==> config.mk <==
export PLATFORM = sky130hd
export DESIGN_NAME = cam_pwr_seq
export DESIGN_NICKNAME = d
export VERILOG_FILES = /design/src/rtl/cam_pkg.sv /design/src/rtl/pclk_act_det.sv /design/src/rtl/cam_pwr_seq.sv
export SDC_FILE = /design/constraint.sdc
export NUM_CORES = 1
export LEC_CHECK = 0
export BUFFER_PORTS_ARGS = -buffer_cell sky130_fd_sc_hd__buf_2
export CAP_MARGIN = 30
export CORE_MARGIN = 2
export CORE_UTILIZATION = 66
export CTS_BUF_LIST = sky130_fd_sc_hd__clkbuf_4
export DETAILED_ROUTE_END_ITERATION = 8
export PLACE_DENSITY_LB_ADDON = 0.12
export RECOVER_POWER = 25
export SYNTH_ARGS = -nofsm -noshare
export SYNTH_HDL_FRONTEND = slang
export SYNTH_SLANG_ARGS = --single-unit
==> constraint.sdc <==
create_clock -name clk -period 4.8 [get_ports clk]
set_clock_uncertainty 0.05 [all_clocks]
set_input_delay 0 -clock clk [delete_from_list [all_inputs] [get_ports clk]]
set_output_delay 0 -clock clk [all_outputs]
set_load 0.005 [all_outputs]
==> src/rtl/cam_pkg.sv <==
// Shared state encoding, default timing values and the per-state output decode
// for the camera power sequencer.
package cam_pkg;

  typedef enum logic [2:0] {
    StIdle   = 3'd0,
    StPwrup  = 3'd1,
    StRst    = 3'd2,
    StSettle = 3'd3,
    StCheck  = 3'd4,
    StCfg    = 3'd5,
    StReady  = 3'd6,
    StFail   = 3'd7
  } cam_state_e;

  localparam int unsigned CntWDef     = 20;
  localparam int unsigned TClkDef     = 50000;
  localparam int unsigned TRstDef     = 50000;
  localparam int unsigned TSettleDef  = 500000;
  localparam int unsigned PclkMinDef  = 16;
  localparam int unsigned TTimeoutDef = 1000000;
  localparam int unsigned MaxRetryDef = 3;

  typedef struct packed {
    logic clk_en;
    logic pwdn;
    logic rst_n;
    logic cfg_req;
    logic ready;
    logic fail;
  } cam_out_t;

  // Output levels owned by each state; registered from the next state in the top.
  function automatic cam_out_t state_outs(input cam_state_e s);
    cam_out_t o;
    o = '{clk_en: 1'b1, pwdn: 1'b0, rst_n: 1'b1, cfg_req: 1'b0, ready: 1'b0, fail: 1'b0};
    case (s)
      StIdle: begin
        o.clk_en = 1'b0;
        o.pwdn   = 1'b1;
        o.rst_n  = 1'b0;
      end
      StPwrup: begin
        o.pwdn  = 1'b1;
        o.rst_n = 1'b0;
      end
      StRst:   o.rst_n   = 1'b0;
      StCfg:   o.cfg_req = 1'b1;
      StReady: o.ready   = 1'b1;
      StFail: begin
        o.clk_en = 1'b0;
        o.pwdn   = 1'b1;
        o.rst_n  = 1'b0;
        o.fail   = 1'b1;
      end
      default: ;
    endcase
    return o;
  endfunction

endpackage

==> src/rtl/pclk_act_det.sv <==
// Two-flop synchronizer for the pixel-domain toggle, followed by a one-cycle
// edge pulse generator in the system clock domain.
module pclk_act_det (
  input  logic i_clk,
  input  logic i_rst,
  input  logic i_tgl,
  output logic o_edge
);

  logic [1:0] r_sync;
  logic       r_prev;

  always_ff @(posedge i_clk or posedge i_rst) begin
    if (i_rst) begin
      r_sync <= 2'b00;
      r_prev <= 1'b0;
    end else begin
      r_sync <= {r_sync[0], i_tgl};
      r_prev <= r_sync[1];
    end
  end

  assign o_edge = r_sync[1] ^ r_prev;

endmodule

==> src/rtl/cam_pwr_seq.sv <==
// Camera power-up sequencer: clock enable, power-down release, reset release,
// pclk activity check, SCCB configuration handshake, streaming watchdog, retries.
module cam_pwr_seq
  import cam_pkg::*;
#(
  parameter int unsigned CNT_W     = CntWDef,
  parameter int unsigned T_CLK     = TClkDef,
  parameter int unsigned T_RST     = TRstDef,
  parameter int unsigned T_SETTLE  = TSettleDef,
  parameter int unsigned PCLK_MIN  = PclkMinDef,
  parameter int unsigned T_TIMEOUT = TTimeoutDef,
  parameter int unsigned MAX_RETRY = MaxRetryDef
) (
  input  logic       clk,
  input  logic       reset,
  input  logic       en,
  input  logic       pclk_tgl,
  input  logic       cfg_done,
  input  logic       cfg_err,
  output logic       cam_clk_en,
  output logic       cam_pwdn,
  output logic       cam_rst_n,
  output logic       cfg_req,
  output logic       ready,
  output logic       fail,
  output logic [2:0] state,
  output logic [1:0] retry_cnt
);

  localparam int unsigned EcntW = $clog2(PCLK_MIN + 1);

  // Timer holds (cycles in state - 1), so "after N cycles" fires at N-1.
  localparam logic [CNT_W-1:0] ClkLast     = CNT_W'(T_CLK - 1);
  localparam logic [CNT_W-1:0] RstLast     = CNT_W'(T_RST - 1);
  localparam logic [CNT_W-1:0] SettleLast  = CNT_W'(T_SETTLE - 1);
  localparam logic [CNT_W-1:0] TimeoutLast = CNT_W'(T_TIMEOUT - 1);
  localparam logic [EcntW-1:0] EcntMin     = EcntW'(PCLK_MIN);
  localparam logic [1:0]       RetryMax    = 2'(MAX_RETRY);

  cam_state_e       r_state;
  cam_state_e       w_nxt;
  cam_out_t         r_out;
  logic [CNT_W-1:0] r_timer;
  logic [EcntW-1:0] r_ecnt;
  logic [EcntW-1:0] w_ecnt_nxt;
  logic [1:0]       r_retry;
  logic             w_retry;
  logic             w_edge;

  pclk_act_det u_pclk_act_det (
    .i_clk  (clk),
    .i_rst  (reset),
    .i_tgl  (pclk_tgl),
    .o_edge (w_edge)
  );

  always_comb begin
    w_ecnt_nxt = r_ecnt;
    if (r_state == StCheck && w_edge && r_ecnt != '1) begin
      w_ecnt_nxt = r_ecnt + EcntW'(1);
    end
  end

  always_comb begin
    w_nxt   = r_state;
    w_retry = 1'b0;
    unique case (r_state)
      StIdle:   if (en) w_nxt = StPwrup;
      StPwrup:  if (r_timer >= ClkLast) w_nxt = StRst;
      StRst:    if (r_timer >= RstLast) w_nxt = StSettle;
      StSettle: if (r_timer >= SettleLast) w_nxt = StCheck;
      StCheck: begin
        // Enough activity wins over a coincident timeout.
        if (w_ecnt_nxt >= EcntMin) w_nxt = StCfg;
        else if (r_timer >= TimeoutLast) w_retry = 1'b1;
      end
      StCfg: begin
        if (cfg_err) w_retry = 1'b1;
        else if (cfg_done) w_nxt = StReady;
      end
      StReady:  if (!w_edge && r_timer >= TimeoutLast) w_retry = 1'b1;
      StFail:   ;
    endcase
    if (w_retry) w_nxt = (r_retry == RetryMax) ? StFail : StPwrup;
    if (!en) w_nxt = StIdle;
  end

  always_ff @(posedge clk or posedge reset) begin
    if (reset) begin
      r_state <= StIdle;
      r_out   <= state_outs(StIdle);
      r_timer <= '0;
      r_ecnt  <= '0;
      r_retry <= 2'd0;
    end else begin
      r_state <= w_nxt;
      r_out   <= state_outs(w_nxt);
      if (w_nxt != r_state || (r_state == StReady && w_edge)) begin
        r_timer <= '0;
      end else if (r_timer != '1) begin
        r_timer <= r_timer + CNT_W'(1);
      end
      r_ecnt <= (w_nxt != r_state) ? '0 : w_ecnt_nxt;
      if (w_nxt == StIdle) begin
        r_retry <= 2'd0;
      end else if (w_retry && w_nxt == StPwrup) begin
        r_retry <= r_retry + 2'd1;
      end
    end
  end

  assign cam_clk_en = r_out.clk_en;
  assign cam_pwdn   = r_out.pwdn;
  assign cam_rst_n  = r_out.rst_n;
  assign cfg_req    = r_out.cfg_req;
  assign ready      = r_out.ready;
  assign fail       = r_out.fail;
  assign state      = r_state;
  assign retry_cnt  = r_retry;

endmodule

==> results of run 1 <==
-- per-stage QoR --
stage                     hold WS [ps]  power [mW]  std cells
after floorplan                  -18.6       0.430        225
after global placement            58.5       0.437        282
after detailed placement          60.7       0.441        282
after CTS                          222       0.665        293
after global routing               230       0.691        293
final                              222       0.659        293
-- report_power, final --
| part | internal, mW | leakage (nW) | switching [mW] |
|---|---|---|---|
| combinational | 0.0302 | 0.454 | 0.0518 |
| sequential | 0.341 | 0.527 | 0.0148 |
| clock | 0.110 | 0.0452 | 0.112 |
| total | 0.480 | 1.03 | 0.179 |
-- worst max-delay path, cell delays in order, from the launching register on --
cell and delay (ps):
sky130_fd_sc_hd__dfrtp_1 430, sky130_fd_sc_hd__ha_1 220, sky130_fd_sc_hd__and3_1 180, sky130_fd_sc_hd__ha_1 210, sky130_fd_sc_hd__or4_1 560, sky130_fd_sc_hd__mux2i_1 170, sky130_fd_sc_hd__o32a_1 350, sky130_fd_sc_hd__a41oi_4 260
sky130_fd_sc_hd__xor2_1 100, sky130_fd_sc_hd__or4b_4 710, sky130_fd_sc_hd__a21oi_2 160
-- sequential cells by signal, indices dropped and copies added (netlist names) --
register	flops
cam_clk_en	1
r_timer	20
u_pclk_act_det.r_prev	1
cfg_req	1
cam_pwdn	1
retry_cnt	2
fail	1
cam_rst_n	1
state	3
ready	1
u_pclk_act_det.r_sync	2
r_ecnt	5
-- cell usage after synthesis (all sizes together) (2+ instances only) --
library cell,count,area [um2]
or3,4,26.3
buf,4,38.8
or2,2,12.5
nand2b,3,26.3
nand3b,2,15.0
nand2,17,63.8
nor2b,2,12.5
dfrtp,38,951
ha,4,50.1
nor3,9,45.0
nand4,7,43.8
or4b,2,23.8
a41oi,2,36.3
nand3,11,55.1
nor3b,3,22.5
a21oi,7,53.8
o21ai,9,45.0
xnor2,11,96.3
nor4,6,37.5
mux2i,4,40.0
xor2,12,105
inv,6,22.5
nor2,43,184
-- how the worst max path moves through the flow --
stage	start	end	cells after the start
floorplan	r_ecnt[0]	r_timer[1]	11
global placement	r_ecnt[0]	r_timer[1]	10
detailed placement	r_ecnt[0]	r_timer[13]	10
CTS	r_ecnt[0]	r_timer[13]	10
global route	r_ecnt[0]	r_timer[16]	10
finish	r_ecnt[0]	r_timer[14]	10
-- final cells by class --
cell class,instances,area (um2)
multi-input cells,175,1120
flip-flops and latches,39,977
fillers,224,698
repair buffers,21,121
well taps,44,55.1
clock inverters,3,43.8
clock buffers,5,37.5
inverters,6,22.5
-- cell families after synthesis --
| logic type | after synthesis | synth area share (%) |
|---|---|---|
| fa+ha+maj | 4 | 2.31 |
| buf+inv | 11 | 3.01 |
| simple gates | 116 | 28.1 |
| compound gates | 28 | 10.2 |
| xor+xnor | 23 | 9.31 |
| flops | 39 | 45.1 |
| mux | 4 | 1.85 |
-- routing by layer --
layer,wire length (um),global-route usage (%)
met3,206,5.67
met4,65,9.32
met1,2060,36.7
met2,1850,37.2
met5,0,0
==> impl_metrics.xml, run 1 <==
<?xml version="1.0" encoding="UTF-8"?>
<metrics>
  <group name="clocking">
    <metric name="cts_post_setup_buffers_inserted" unit="">0</metric>
    <metric name="numClockSinks" unit="">39</metric>
    <metric name="cts.repair.resized" unit="">0</metric>
    <metric name="tritoncts" unit="">built</metric>
    <metric name="cts_buffer_depth" unit="">2</metric>
    <metric name="cts_root_buffer" unit="">sky130_fd_sc_hd__clkbuf_4</metric>
    <metric name="cts_max_level" unit="">2</metric>
    <metric name="hold_buffers" unit="">3</metric>
    <metric name="clk_pin_slew_worst_setup_hold_paths" unit="ps">130</metric>
    <metric name="clk-insertion-delay-late" unit="ps">350</metric>
    <metric name="cts_buffers" unit="">5</metric>
  </group>
  <group name="final_layout">
    <metric name="area.growth.synth_to_final" unit="%">9.94</metric>
    <metric name="final_layout_size_suffix_gt1_share" unit="%">18.5</metric>
    <metric name="fin_nets" unit="">258</metric>
    <metric name="final_cell_mix" unit="">38 x sky130_fd_sc_hd__dfrtp_1, 34 x sky130_fd_sc_hd__nor2_1, 17 x sky130_fd_sc_hd__nand2_1</metric>
    <metric name="post_route_cell_area" unit="um2">2380</metric>
    <metric name="antenna_cells_inserted" unit="">0</metric>
    <metric name="layout.core_utilization" unit="%">77.3</metric>
    <metric name="layout_commonest_cell" unit="">sky130_fd_sc_hd__dfrtp_1</metric>
  </group>
  <group name="global_route">
    <metric name="global_route.usage.total" unit="%">25.2</metric>
    <metric name="grt_first_pass_wirelength" unit="mm">6.94</metric>
    <metric name="grt_max_degree" unit="">40</metric>
    <metric name="grt_overflow" unit="">0</metric>
    <metric name="grt_pass1_vias" unit="">1548</metric>
    <metric name="initial_antenna_violation_count" unit="">0</metric>
  </group>
  <group name="setup_path">
    <metric name="critical_path.reg2reg.startpoint" unit="">r_ecnt[0]</metric>
    <metric name="critPathKind" unit="">reg -&gt; reg</metric>
    <metric name="reg2reg_slack" unit="ps">1320</metric>
    <metric name="end_kind" unit="">flop</metric>
    <metric name="worstSetupStartpointType" unit="">flop</metric>
    <metric name="crit_path_max_fanout" unit="">20</metric>
    <metric name="critPathArrivalTime" unit="ps">3710</metric>
    <metric name="crit_required" unit="ps">5030</metric>
    <metric name="r2r.worst_path.cells" unit="">10</metric>
    <metric name="crit-reg2reg-capture" unit="">r_timer[14]</metric>
  </group>
  <group name="sta">
    <metric name="layout_setup_ws" unit="ps">1320</metric>
    <metric name="unrepaired_setup_endpoints_after_global_routing" unit="">no</metric>
    <metric name="finalCriticalPeriod" unit="ps">3480</metric>
    <metric name="final_max_slew_viol_count" unit="">40</metric>
    <metric name="max_freq" unit="GHz">0.288</metric>
    <metric name="tns" unit="ps">0</metric>
    <metric name="setup-violations-final" unit="">0</metric>
    <metric name="worst_pin_slew" unit="ps">2030</metric>
    <metric name="finalHoldViolCount" unit="">0</metric>
    <metric name="worst_slew_margin_rel" unit="%">-35.1</metric>
    <metric name="post-route-period-util" unit="%">72.5</metric>
  </group>
  <group name="power_and_ir_drop">
    <metric name="max-vdd-ir-drop" unit="V">0.000275</metric>
    <metric name="cellPowerDensity" unit="nW/um2">277</metric>
    <metric name="total_leakage_power" unit="nW">1.03</metric>
  </group>
  <group name="status">
    <metric name="run_status" unit="">finished, violations left</metric>
    <metric name="violations" unit="">max-capacitance violations, max-slew violations</metric>
  </group>
  <group name="worst_hold_path">
    <metric name="hold_path.class" unit="">in -&gt; reg</metric>
    <metric name="hold_end" unit="">u_pclk_act_det.r_sync[0]</metric>
    <metric name="min_from" unit="">pclk_tgl</metric>
    <metric name="min_delay_path_depth" unit="">2</metric>
  </group>
  <group name="logic_synthesis">
    <metric name="synth_enable_flop_cells" unit="">0</metric>
    <metric name="postSynthCellCount" unit="">225</metric>
    <metric name="syn-num-nets" unit="">235</metric>
    <metric name="yosys_warnings" unit="">0</metric>
    <metric name="ys_seq_area_share" unit="%">45.1</metric>
    <metric name="postSynthRegisterBits" unit="">39</metric>
    <metric name="synth_area" unit="um2">2160</metric>
    <metric name="post_synth.cell_area_avg" unit="um2">9.62</metric>
    <metric name="netlist-cell-type-count" unit="">48</metric>
    <metric name="yosys_most_used_dff" unit="">sky130_fd_sc_hd__dfrtp_1</metric>
    <metric name="postSynth.asyncResetShare" unit="%">100</metric>
  </group>
  <group name="placed_design">
    <metric name="dpl_worst_slack" unit="ps">1380</metric>
    <metric name="io_buffers" unit="">16</metric>
    <metric name="dp.final_hpwl" unit="mm">2.99</metric>
    <metric name="placement.cell_area" unit="um2">2270</metric>
    <metric name="gp_congestion" unit="">0.880</metric>
  </group>
  <group name="route">
    <metric name="drc_errors" unit="">0</metric>
    <metric name="drt-initial-drc-count" unit="">131</metric>
    <metric name="ant_nets" unit="">0</metric>
    <metric name="wl_per_cell" unit="um">14.3</metric>
    <metric name="number_of_search_and_repair_iterations_in_the_first_detailed_routing_pass" unit="">4</metric>
    <metric name="routed_wl" unit="mm">4.18</metric>
    <metric name="routed-via-count" unit="">1719</metric>
    <metric name="via_per_inst" unit="">5.87</metric>
  </group>
  <group name="floorplan">
    <metric name="fp.dieW" unit="um">61.3</metric>
    <metric name="row_cnt" unit="">20</metric>
    <metric name="die_h" unit="um">61.3</metric>
    <metric name="floorplan.die_area" unit="um2">3750</metric>
    <metric name="boundaryPins" unit="">17</metric>
    <metric name="placeableCoreArea" unit="um2">3080</metric>
    <metric name="start_util" unit="%">70.3</metric>
  </group>
  <group name="run">
    <metric name="max-cap-violations" unit="">1</metric>
  </group>
</metrics>
(Power assumes the default switching activity.)
==> inputs of run 2 (changes only) <==
--- a/config.mk
+++ b/config.mk
@@ -5,10 +5,11 @@
 export SDC_FILE = /design/constraint.sdc
 export NUM_CORES = 1
 export LEC_CHECK = 0
+export ABC_AREA = 1
 export BUFFER_PORTS_ARGS = -buffer_cell sky130_fd_sc_hd__buf_2
 export CAP_MARGIN = 30
 export CORE_MARGIN = 2
-export CORE_UTILIZATION = 66
+export CORE_UTILIZATION = 56
 export CTS_BUF_LIST = sky130_fd_sc_hd__clkbuf_4
 export DETAILED_ROUTE_END_ITERATION = 8
 export PLACE_DENSITY_LB_ADDON = 0.12
==> constraint.sdc (replaced) <==
create_clock -name clk -period 2.9 [get_ports clk]
set_clock_uncertainty 0.05 [all_clocks]
set_input_delay 0 -clock clk [delete_from_list [all_inputs] [get_ports clk]]
set_output_delay 0 -clock clk [all_outputs]
set_load 0.005 [all_outputs]
==> impl_metrics.xml, run 2 <==
<?xml version="1.0" encoding="UTF-8"?>
<metrics>
  <group name="status">
    <metric name="run_status" unit="">finished, violations left</metric>
    <metric name="violations" unit="">max-capacitance violations, max-slew violations</metric>
  </group>
  <group name="power_and_ir_drop">
    <metric name="total_leakage_power" unit="nW">1.28</metric>
    <metric name="cellPowerDensity" unit="nW/um2">385</metric>
    <metric name="max-vdd-ir-drop" unit="V">0.000323</metric>
    <metric name="total_power" unit="mW">1.00</metric>
  </group>
  <group name="route">
    <metric name="routed_wl" unit="mm">4.65</metric>
    <metric name="via_per_inst" unit="">5.07</metric>
    <metric name="drt-initial-drc-count" unit="">91</metric>
    <metric name="drc_errors" unit="">0</metric>
    <metric name="number_of_search_and_repair_iterations_in_the_first_detailed_routing_pass" unit="">4</metric>
    <metric name="wl_per_cell" unit="um">11.9</metric>
    <metric name="ant_nets" unit="">0</metric>
    <metric name="routed-via-count" unit="">1977</metric>
  </group>
  <group name="floorplan">
    <metric name="floorplan.die_area" unit="um2">4790</metric>
    <metric name="die_h" unit="um">69.2</metric>
    <metric name="fp.dieW" unit="um">69.2</metric>
    <metric name="start_util" unit="%">58.7</metric>
    <metric name="row_cnt" unit="">23</metric>
    <metric name="placeableCoreArea" unit="um2">4060</metric>
    <metric name="boundaryPins" unit="">17</metric>
  </group>
  <group name="setup_path">
    <metric name="critPathArrivalTime" unit="ps">2730</metric>
    <metric name="end_kind" unit="">flop</metric>
    <metric name="worstSetupStartpointType" unit="">flop</metric>
    <metric name="reg2reg_slack" unit="ps">360</metric>
    <metric name="crit_chain" unit="">ha_1 &gt; inv_1 &gt; nor3_1 &gt; ha_1 &gt; inv_1 &gt; nand3_2 &gt; nand2_2 &gt; nand3_1 &gt; nand2_1 &gt; nand2_1 &gt; nand2_2 &gt; nand2_4 &gt; nand2_4 &gt; nor2_4 &gt; inv_2 &gt; nand2_1 &gt; nand2_2 &gt; nand3_2 &gt; buf_12 &gt; nor2_2</metric>
    <metric name="timing.critical_path.slowest_stage_cell" unit="">sky130_fd_sc_hd__dfrtp_1</metric>
    <metric name="critPathKind" unit="">reg -&gt; reg</metric>
    <metric name="crit_required" unit="ps">3090</metric>
    <metric name="crit_path_max_fanout" unit="">20</metric>
    <metric name="max_stage_delay" unit="ps">390</metric>
  </group>
  <group name="logic_synthesis">
    <metric name="synth_area" unit="um2">2380</metric>
    <metric name="syn-num-nets" unit="">325</metric>
    <metric name="top_count_cell_post_synth" unit="">sky130_fd_sc_hd__nand2_1</metric>
    <metric name="netlist-cell-type-count" unit="">29</metric>
    <metric name="synthTopCellsByCount" unit="">64 x sky130_fd_sc_hd__nand2_1, 39 x sky130_fd_sc_hd__inv_1, 38 x sky130_fd_sc_hd__dfrtp_1, 37 x sky130_fd_sc_hd__nand3_1, 36 x sky130_fd_sc_hd__nor2_1</metric>
    <metric name="post_synth.cell_area_avg" unit="um2">7.57</metric>
    <metric name="netlist_top_cells_area" unit="">sky130_fd_sc_hd__dfrtp_1 40%, sky130_fd_sc_hd__nand2_1 10%, sky130_fd_sc_hd__nand3_1 7.8%, sky130_fd_sc_hd__inv_1 6.1%, sky130_fd_sc_hd__nor2_2 5.8%</metric>
    <metric name="synth_top_area_share" unit="%">39.9</metric>
    <metric name="yosys_warnings" unit="">0</metric>
    <metric name="postSynthCellCount" unit="">315</metric>
    <metric name="ys_seq_area_share" unit="%">41.0</metric>
    <metric name="postSynthRegisterBits" unit="">39</metric>
    <metric name="yosys_most_used_dff" unit="">sky130_fd_sc_hd__dfrtp_1</metric>
    <metric name="synth_largest_area_cell" unit="">sky130_fd_sc_hd__dfrtp_1</metric>
    <metric name="synth_enable_flop_cells" unit="">0</metric>
    <metric name="postSynth.asyncResetShare" unit="%">100</metric>
  </group>
  <group name="clocking">
    <metric name="cts_root_buffer" unit="">sky130_fd_sc_hd__clkbuf_4</metric>
    <metric name="clk-insertion-delay-late" unit="ps">350</metric>
    <metric name="tritoncts" unit="">built</metric>
    <metric name="cts_buffers" unit="">5</metric>
    <metric name="numClockSinks" unit="">39</metric>
    <metric name="cts_max_level" unit="">2</metric>
    <metric name="clk_pin_slew_worst_setup_hold_paths" unit="ps">120</metric>
    <metric name="cts_buffer_depth" unit="">2</metric>
  </group>
  <group name="global_route">
    <metric name="grt_pass1_vias" unit="">1884</metric>
    <metric name="grt_first_pass_wirelength" unit="mm">8.27</metric>
    <metric name="grt_overflow" unit="">0</metric>
    <metric name="grt_max_degree" unit="">40</metric>
    <metric name="global_route.usage.total" unit="%">20.7</metric>
    <metric name="initial_antenna_violation_count" unit="">0</metric>
  </group>
  <group name="final_layout">
    <metric name="area.growth.synth_to_final" unit="%">9.08</metric>
    <metric name="final_layout_size_suffix_gt1_share" unit="%">18.8</metric>
    <metric name="final_cell_mix" unit="">64 x sky130_fd_sc_hd__nand2_1, 39 x sky130_fd_sc_hd__inv_1, 38 x sky130_fd_sc_hd__dfrtp_1</metric>
    <metric name="post_route_cell_area" unit="um2">2600</metric>
    <metric name="fin_nets" unit="">349</metric>
    <metric name="antenna_cells_inserted" unit="">0</metric>
    <metric name="layout_commonest_cell" unit="">sky130_fd_sc_hd__nand2_1</metric>
    <metric name="max_flop_register" unit="">r_timer</metric>
    <metric name="final_instance_count_without_filler_cells" unit="">390</metric>
    <metric name="largest_register_ffs" unit="">20</metric>
  </group>
  <group name="sta">
    <metric name="tns" unit="ps">0</metric>
    <metric name="finalHoldViolCount" unit="">0</metric>
    <metric name="setup-violations-final" unit="">0</metric>
    <metric name="worst_pin_slew" unit="ps">2040</metric>
    <metric name="post-route-period-util" unit="%">87.7</metric>
    <metric name="worst_hold_slack" unit="ps">104</metric>
    <metric name="final_max_slew_viol_count" unit="">40</metric>
    <metric name="worst_slew_margin_rel" unit="%">-36.3</metric>
    <metric name="finalCriticalPeriod" unit="ps">2540</metric>
    <metric name="max_freq" unit="GHz">0.393</metric>
    <metric name="unrepaired_setup_endpoints_after_global_routing" unit="">no</metric>
  </group>
  <group name="placed_design">
    <metric name="placement.cell_area" unit="um2">2520</metric>
    <metric name="io_buffers" unit="">16</metric>
    <metric name="dp.final_hpwl" unit="mm">3.51</metric>
    <metric name="gp_congestion" unit="">0.890</metric>
    <metric name="dpl_cells" unit="">379</metric>
  </group>
  <group name="run">
    <metric name="max-cap-violations" unit="">1</metric>
  </group>
  <group name="worst_hold_path">
    <metric name="hold_path.class" unit="">in -&gt; reg</metric>
  </group>
</metrics>
run 2: changes by cell type in the layout (fill, tap and decap cells not counted), moves of 6 or more:
cell	before	now
sky130_fd_sc_hd__nor4_1	6	0
sky130_fd_sc_hd__nor2_2	9	22
sky130_fd_sc_hd__inv_1	6	39
sky130_fd_sc_hd__nand2_1	17	64
sky130_fd_sc_hd__nand3_1	11	37
sky130_fd_sc_hd__nand2_2	0	6
sky130_fd_sc_hd__nor3_1	9	17
sky130_fd_sc_hd__xnor2_1	11	3
run 2: repair_timing:
item | CTS | global route
hold endpoints to repair | 46 | 0
gates resized for setup | 0 | 0
hold buffers | 3 | 0
endpoints found under the setup margin | 0 | 0
buffers inserted | 0 | 0
run 2: final timing paths:
check / startpoint / to / cells after the start
worst max-delay path: r_ecnt[1] / r_timer[0] / 20
worst min-delay path: cfg_err / retry_cnt[1] / 6
worst max register to register: r_ecnt[1] / r_timer[0] / 20
worst min register to register: u_pclk_act_det.r_sync[0] / u_pclk_act_det.r_sync[1] / 0
max in group asynchronous: reset / r_timer[6] / 4
min in group asynchronous: reset / r_timer[5] / 4
run 2: final cells by class:
type / count / area, um2
fillers: 366 / 1460
clock buffers: 5 / 37.5
clock inverters: 3 / 20.0
flip-flops and latches: 39 / 977
multi-input cells: 231 / 1210
well taps: 50 / 62.6
inverters: 41 / 156
repair buffers: 21 / 134
run 2: per-stage QoR:
stage               worst slack, ps  utilization, %
finish                          357            64.1
global route                   94.9            64.1
CTS                             337            64.2
detailed placement              370            62.0
global placement                445            62.0
floorplan                       720               -
run 2: metal layers:
metal  GRT usage, %  part of all wire (%)  vias to the layer above
li1               -                     -                     1050
met3           4.22                   2.7                        6
met2           31.6                    43                       21
met5              0                     0                        -
met1           30.6                    53                      900
met4           4.79                   1.1                        0
run 2: kinds of logic (layout without fill, tap and decap cells):
family / after synthesis / after routing / synth area share (%)
buffers and inverters: 45 / 70 / 8.14
adders and majority gates: 4 / 4 / 2.10
muxes: 2 / 2 / 0.840
and+or+nand+nor: 197 / 197 / 39.9
AOI/OAI and AO/OA: 17 / 17 / 3.94
DFF: 39 / 39 / 41.0
xor gates and xnor gates: 11 / 11 / 4.04
run 2: power by group:
| part | switching (mW) | internal (mW) |
|---|---|---|
| Combinational | 0.0781 | 0.0515 |
| Sequential | 0.0200 | 0.567 |
| Clock | 0.192 | 0.0926 |
| Total | 0.290 | 0.711 |
run 2: worst max-delay path: cells and delay by family (launching register included):
kind	cells	cell delay (ps)
simple gates	14	1290
flops	1	390
fa+ha+maj	2	340
buf+inv	4	320
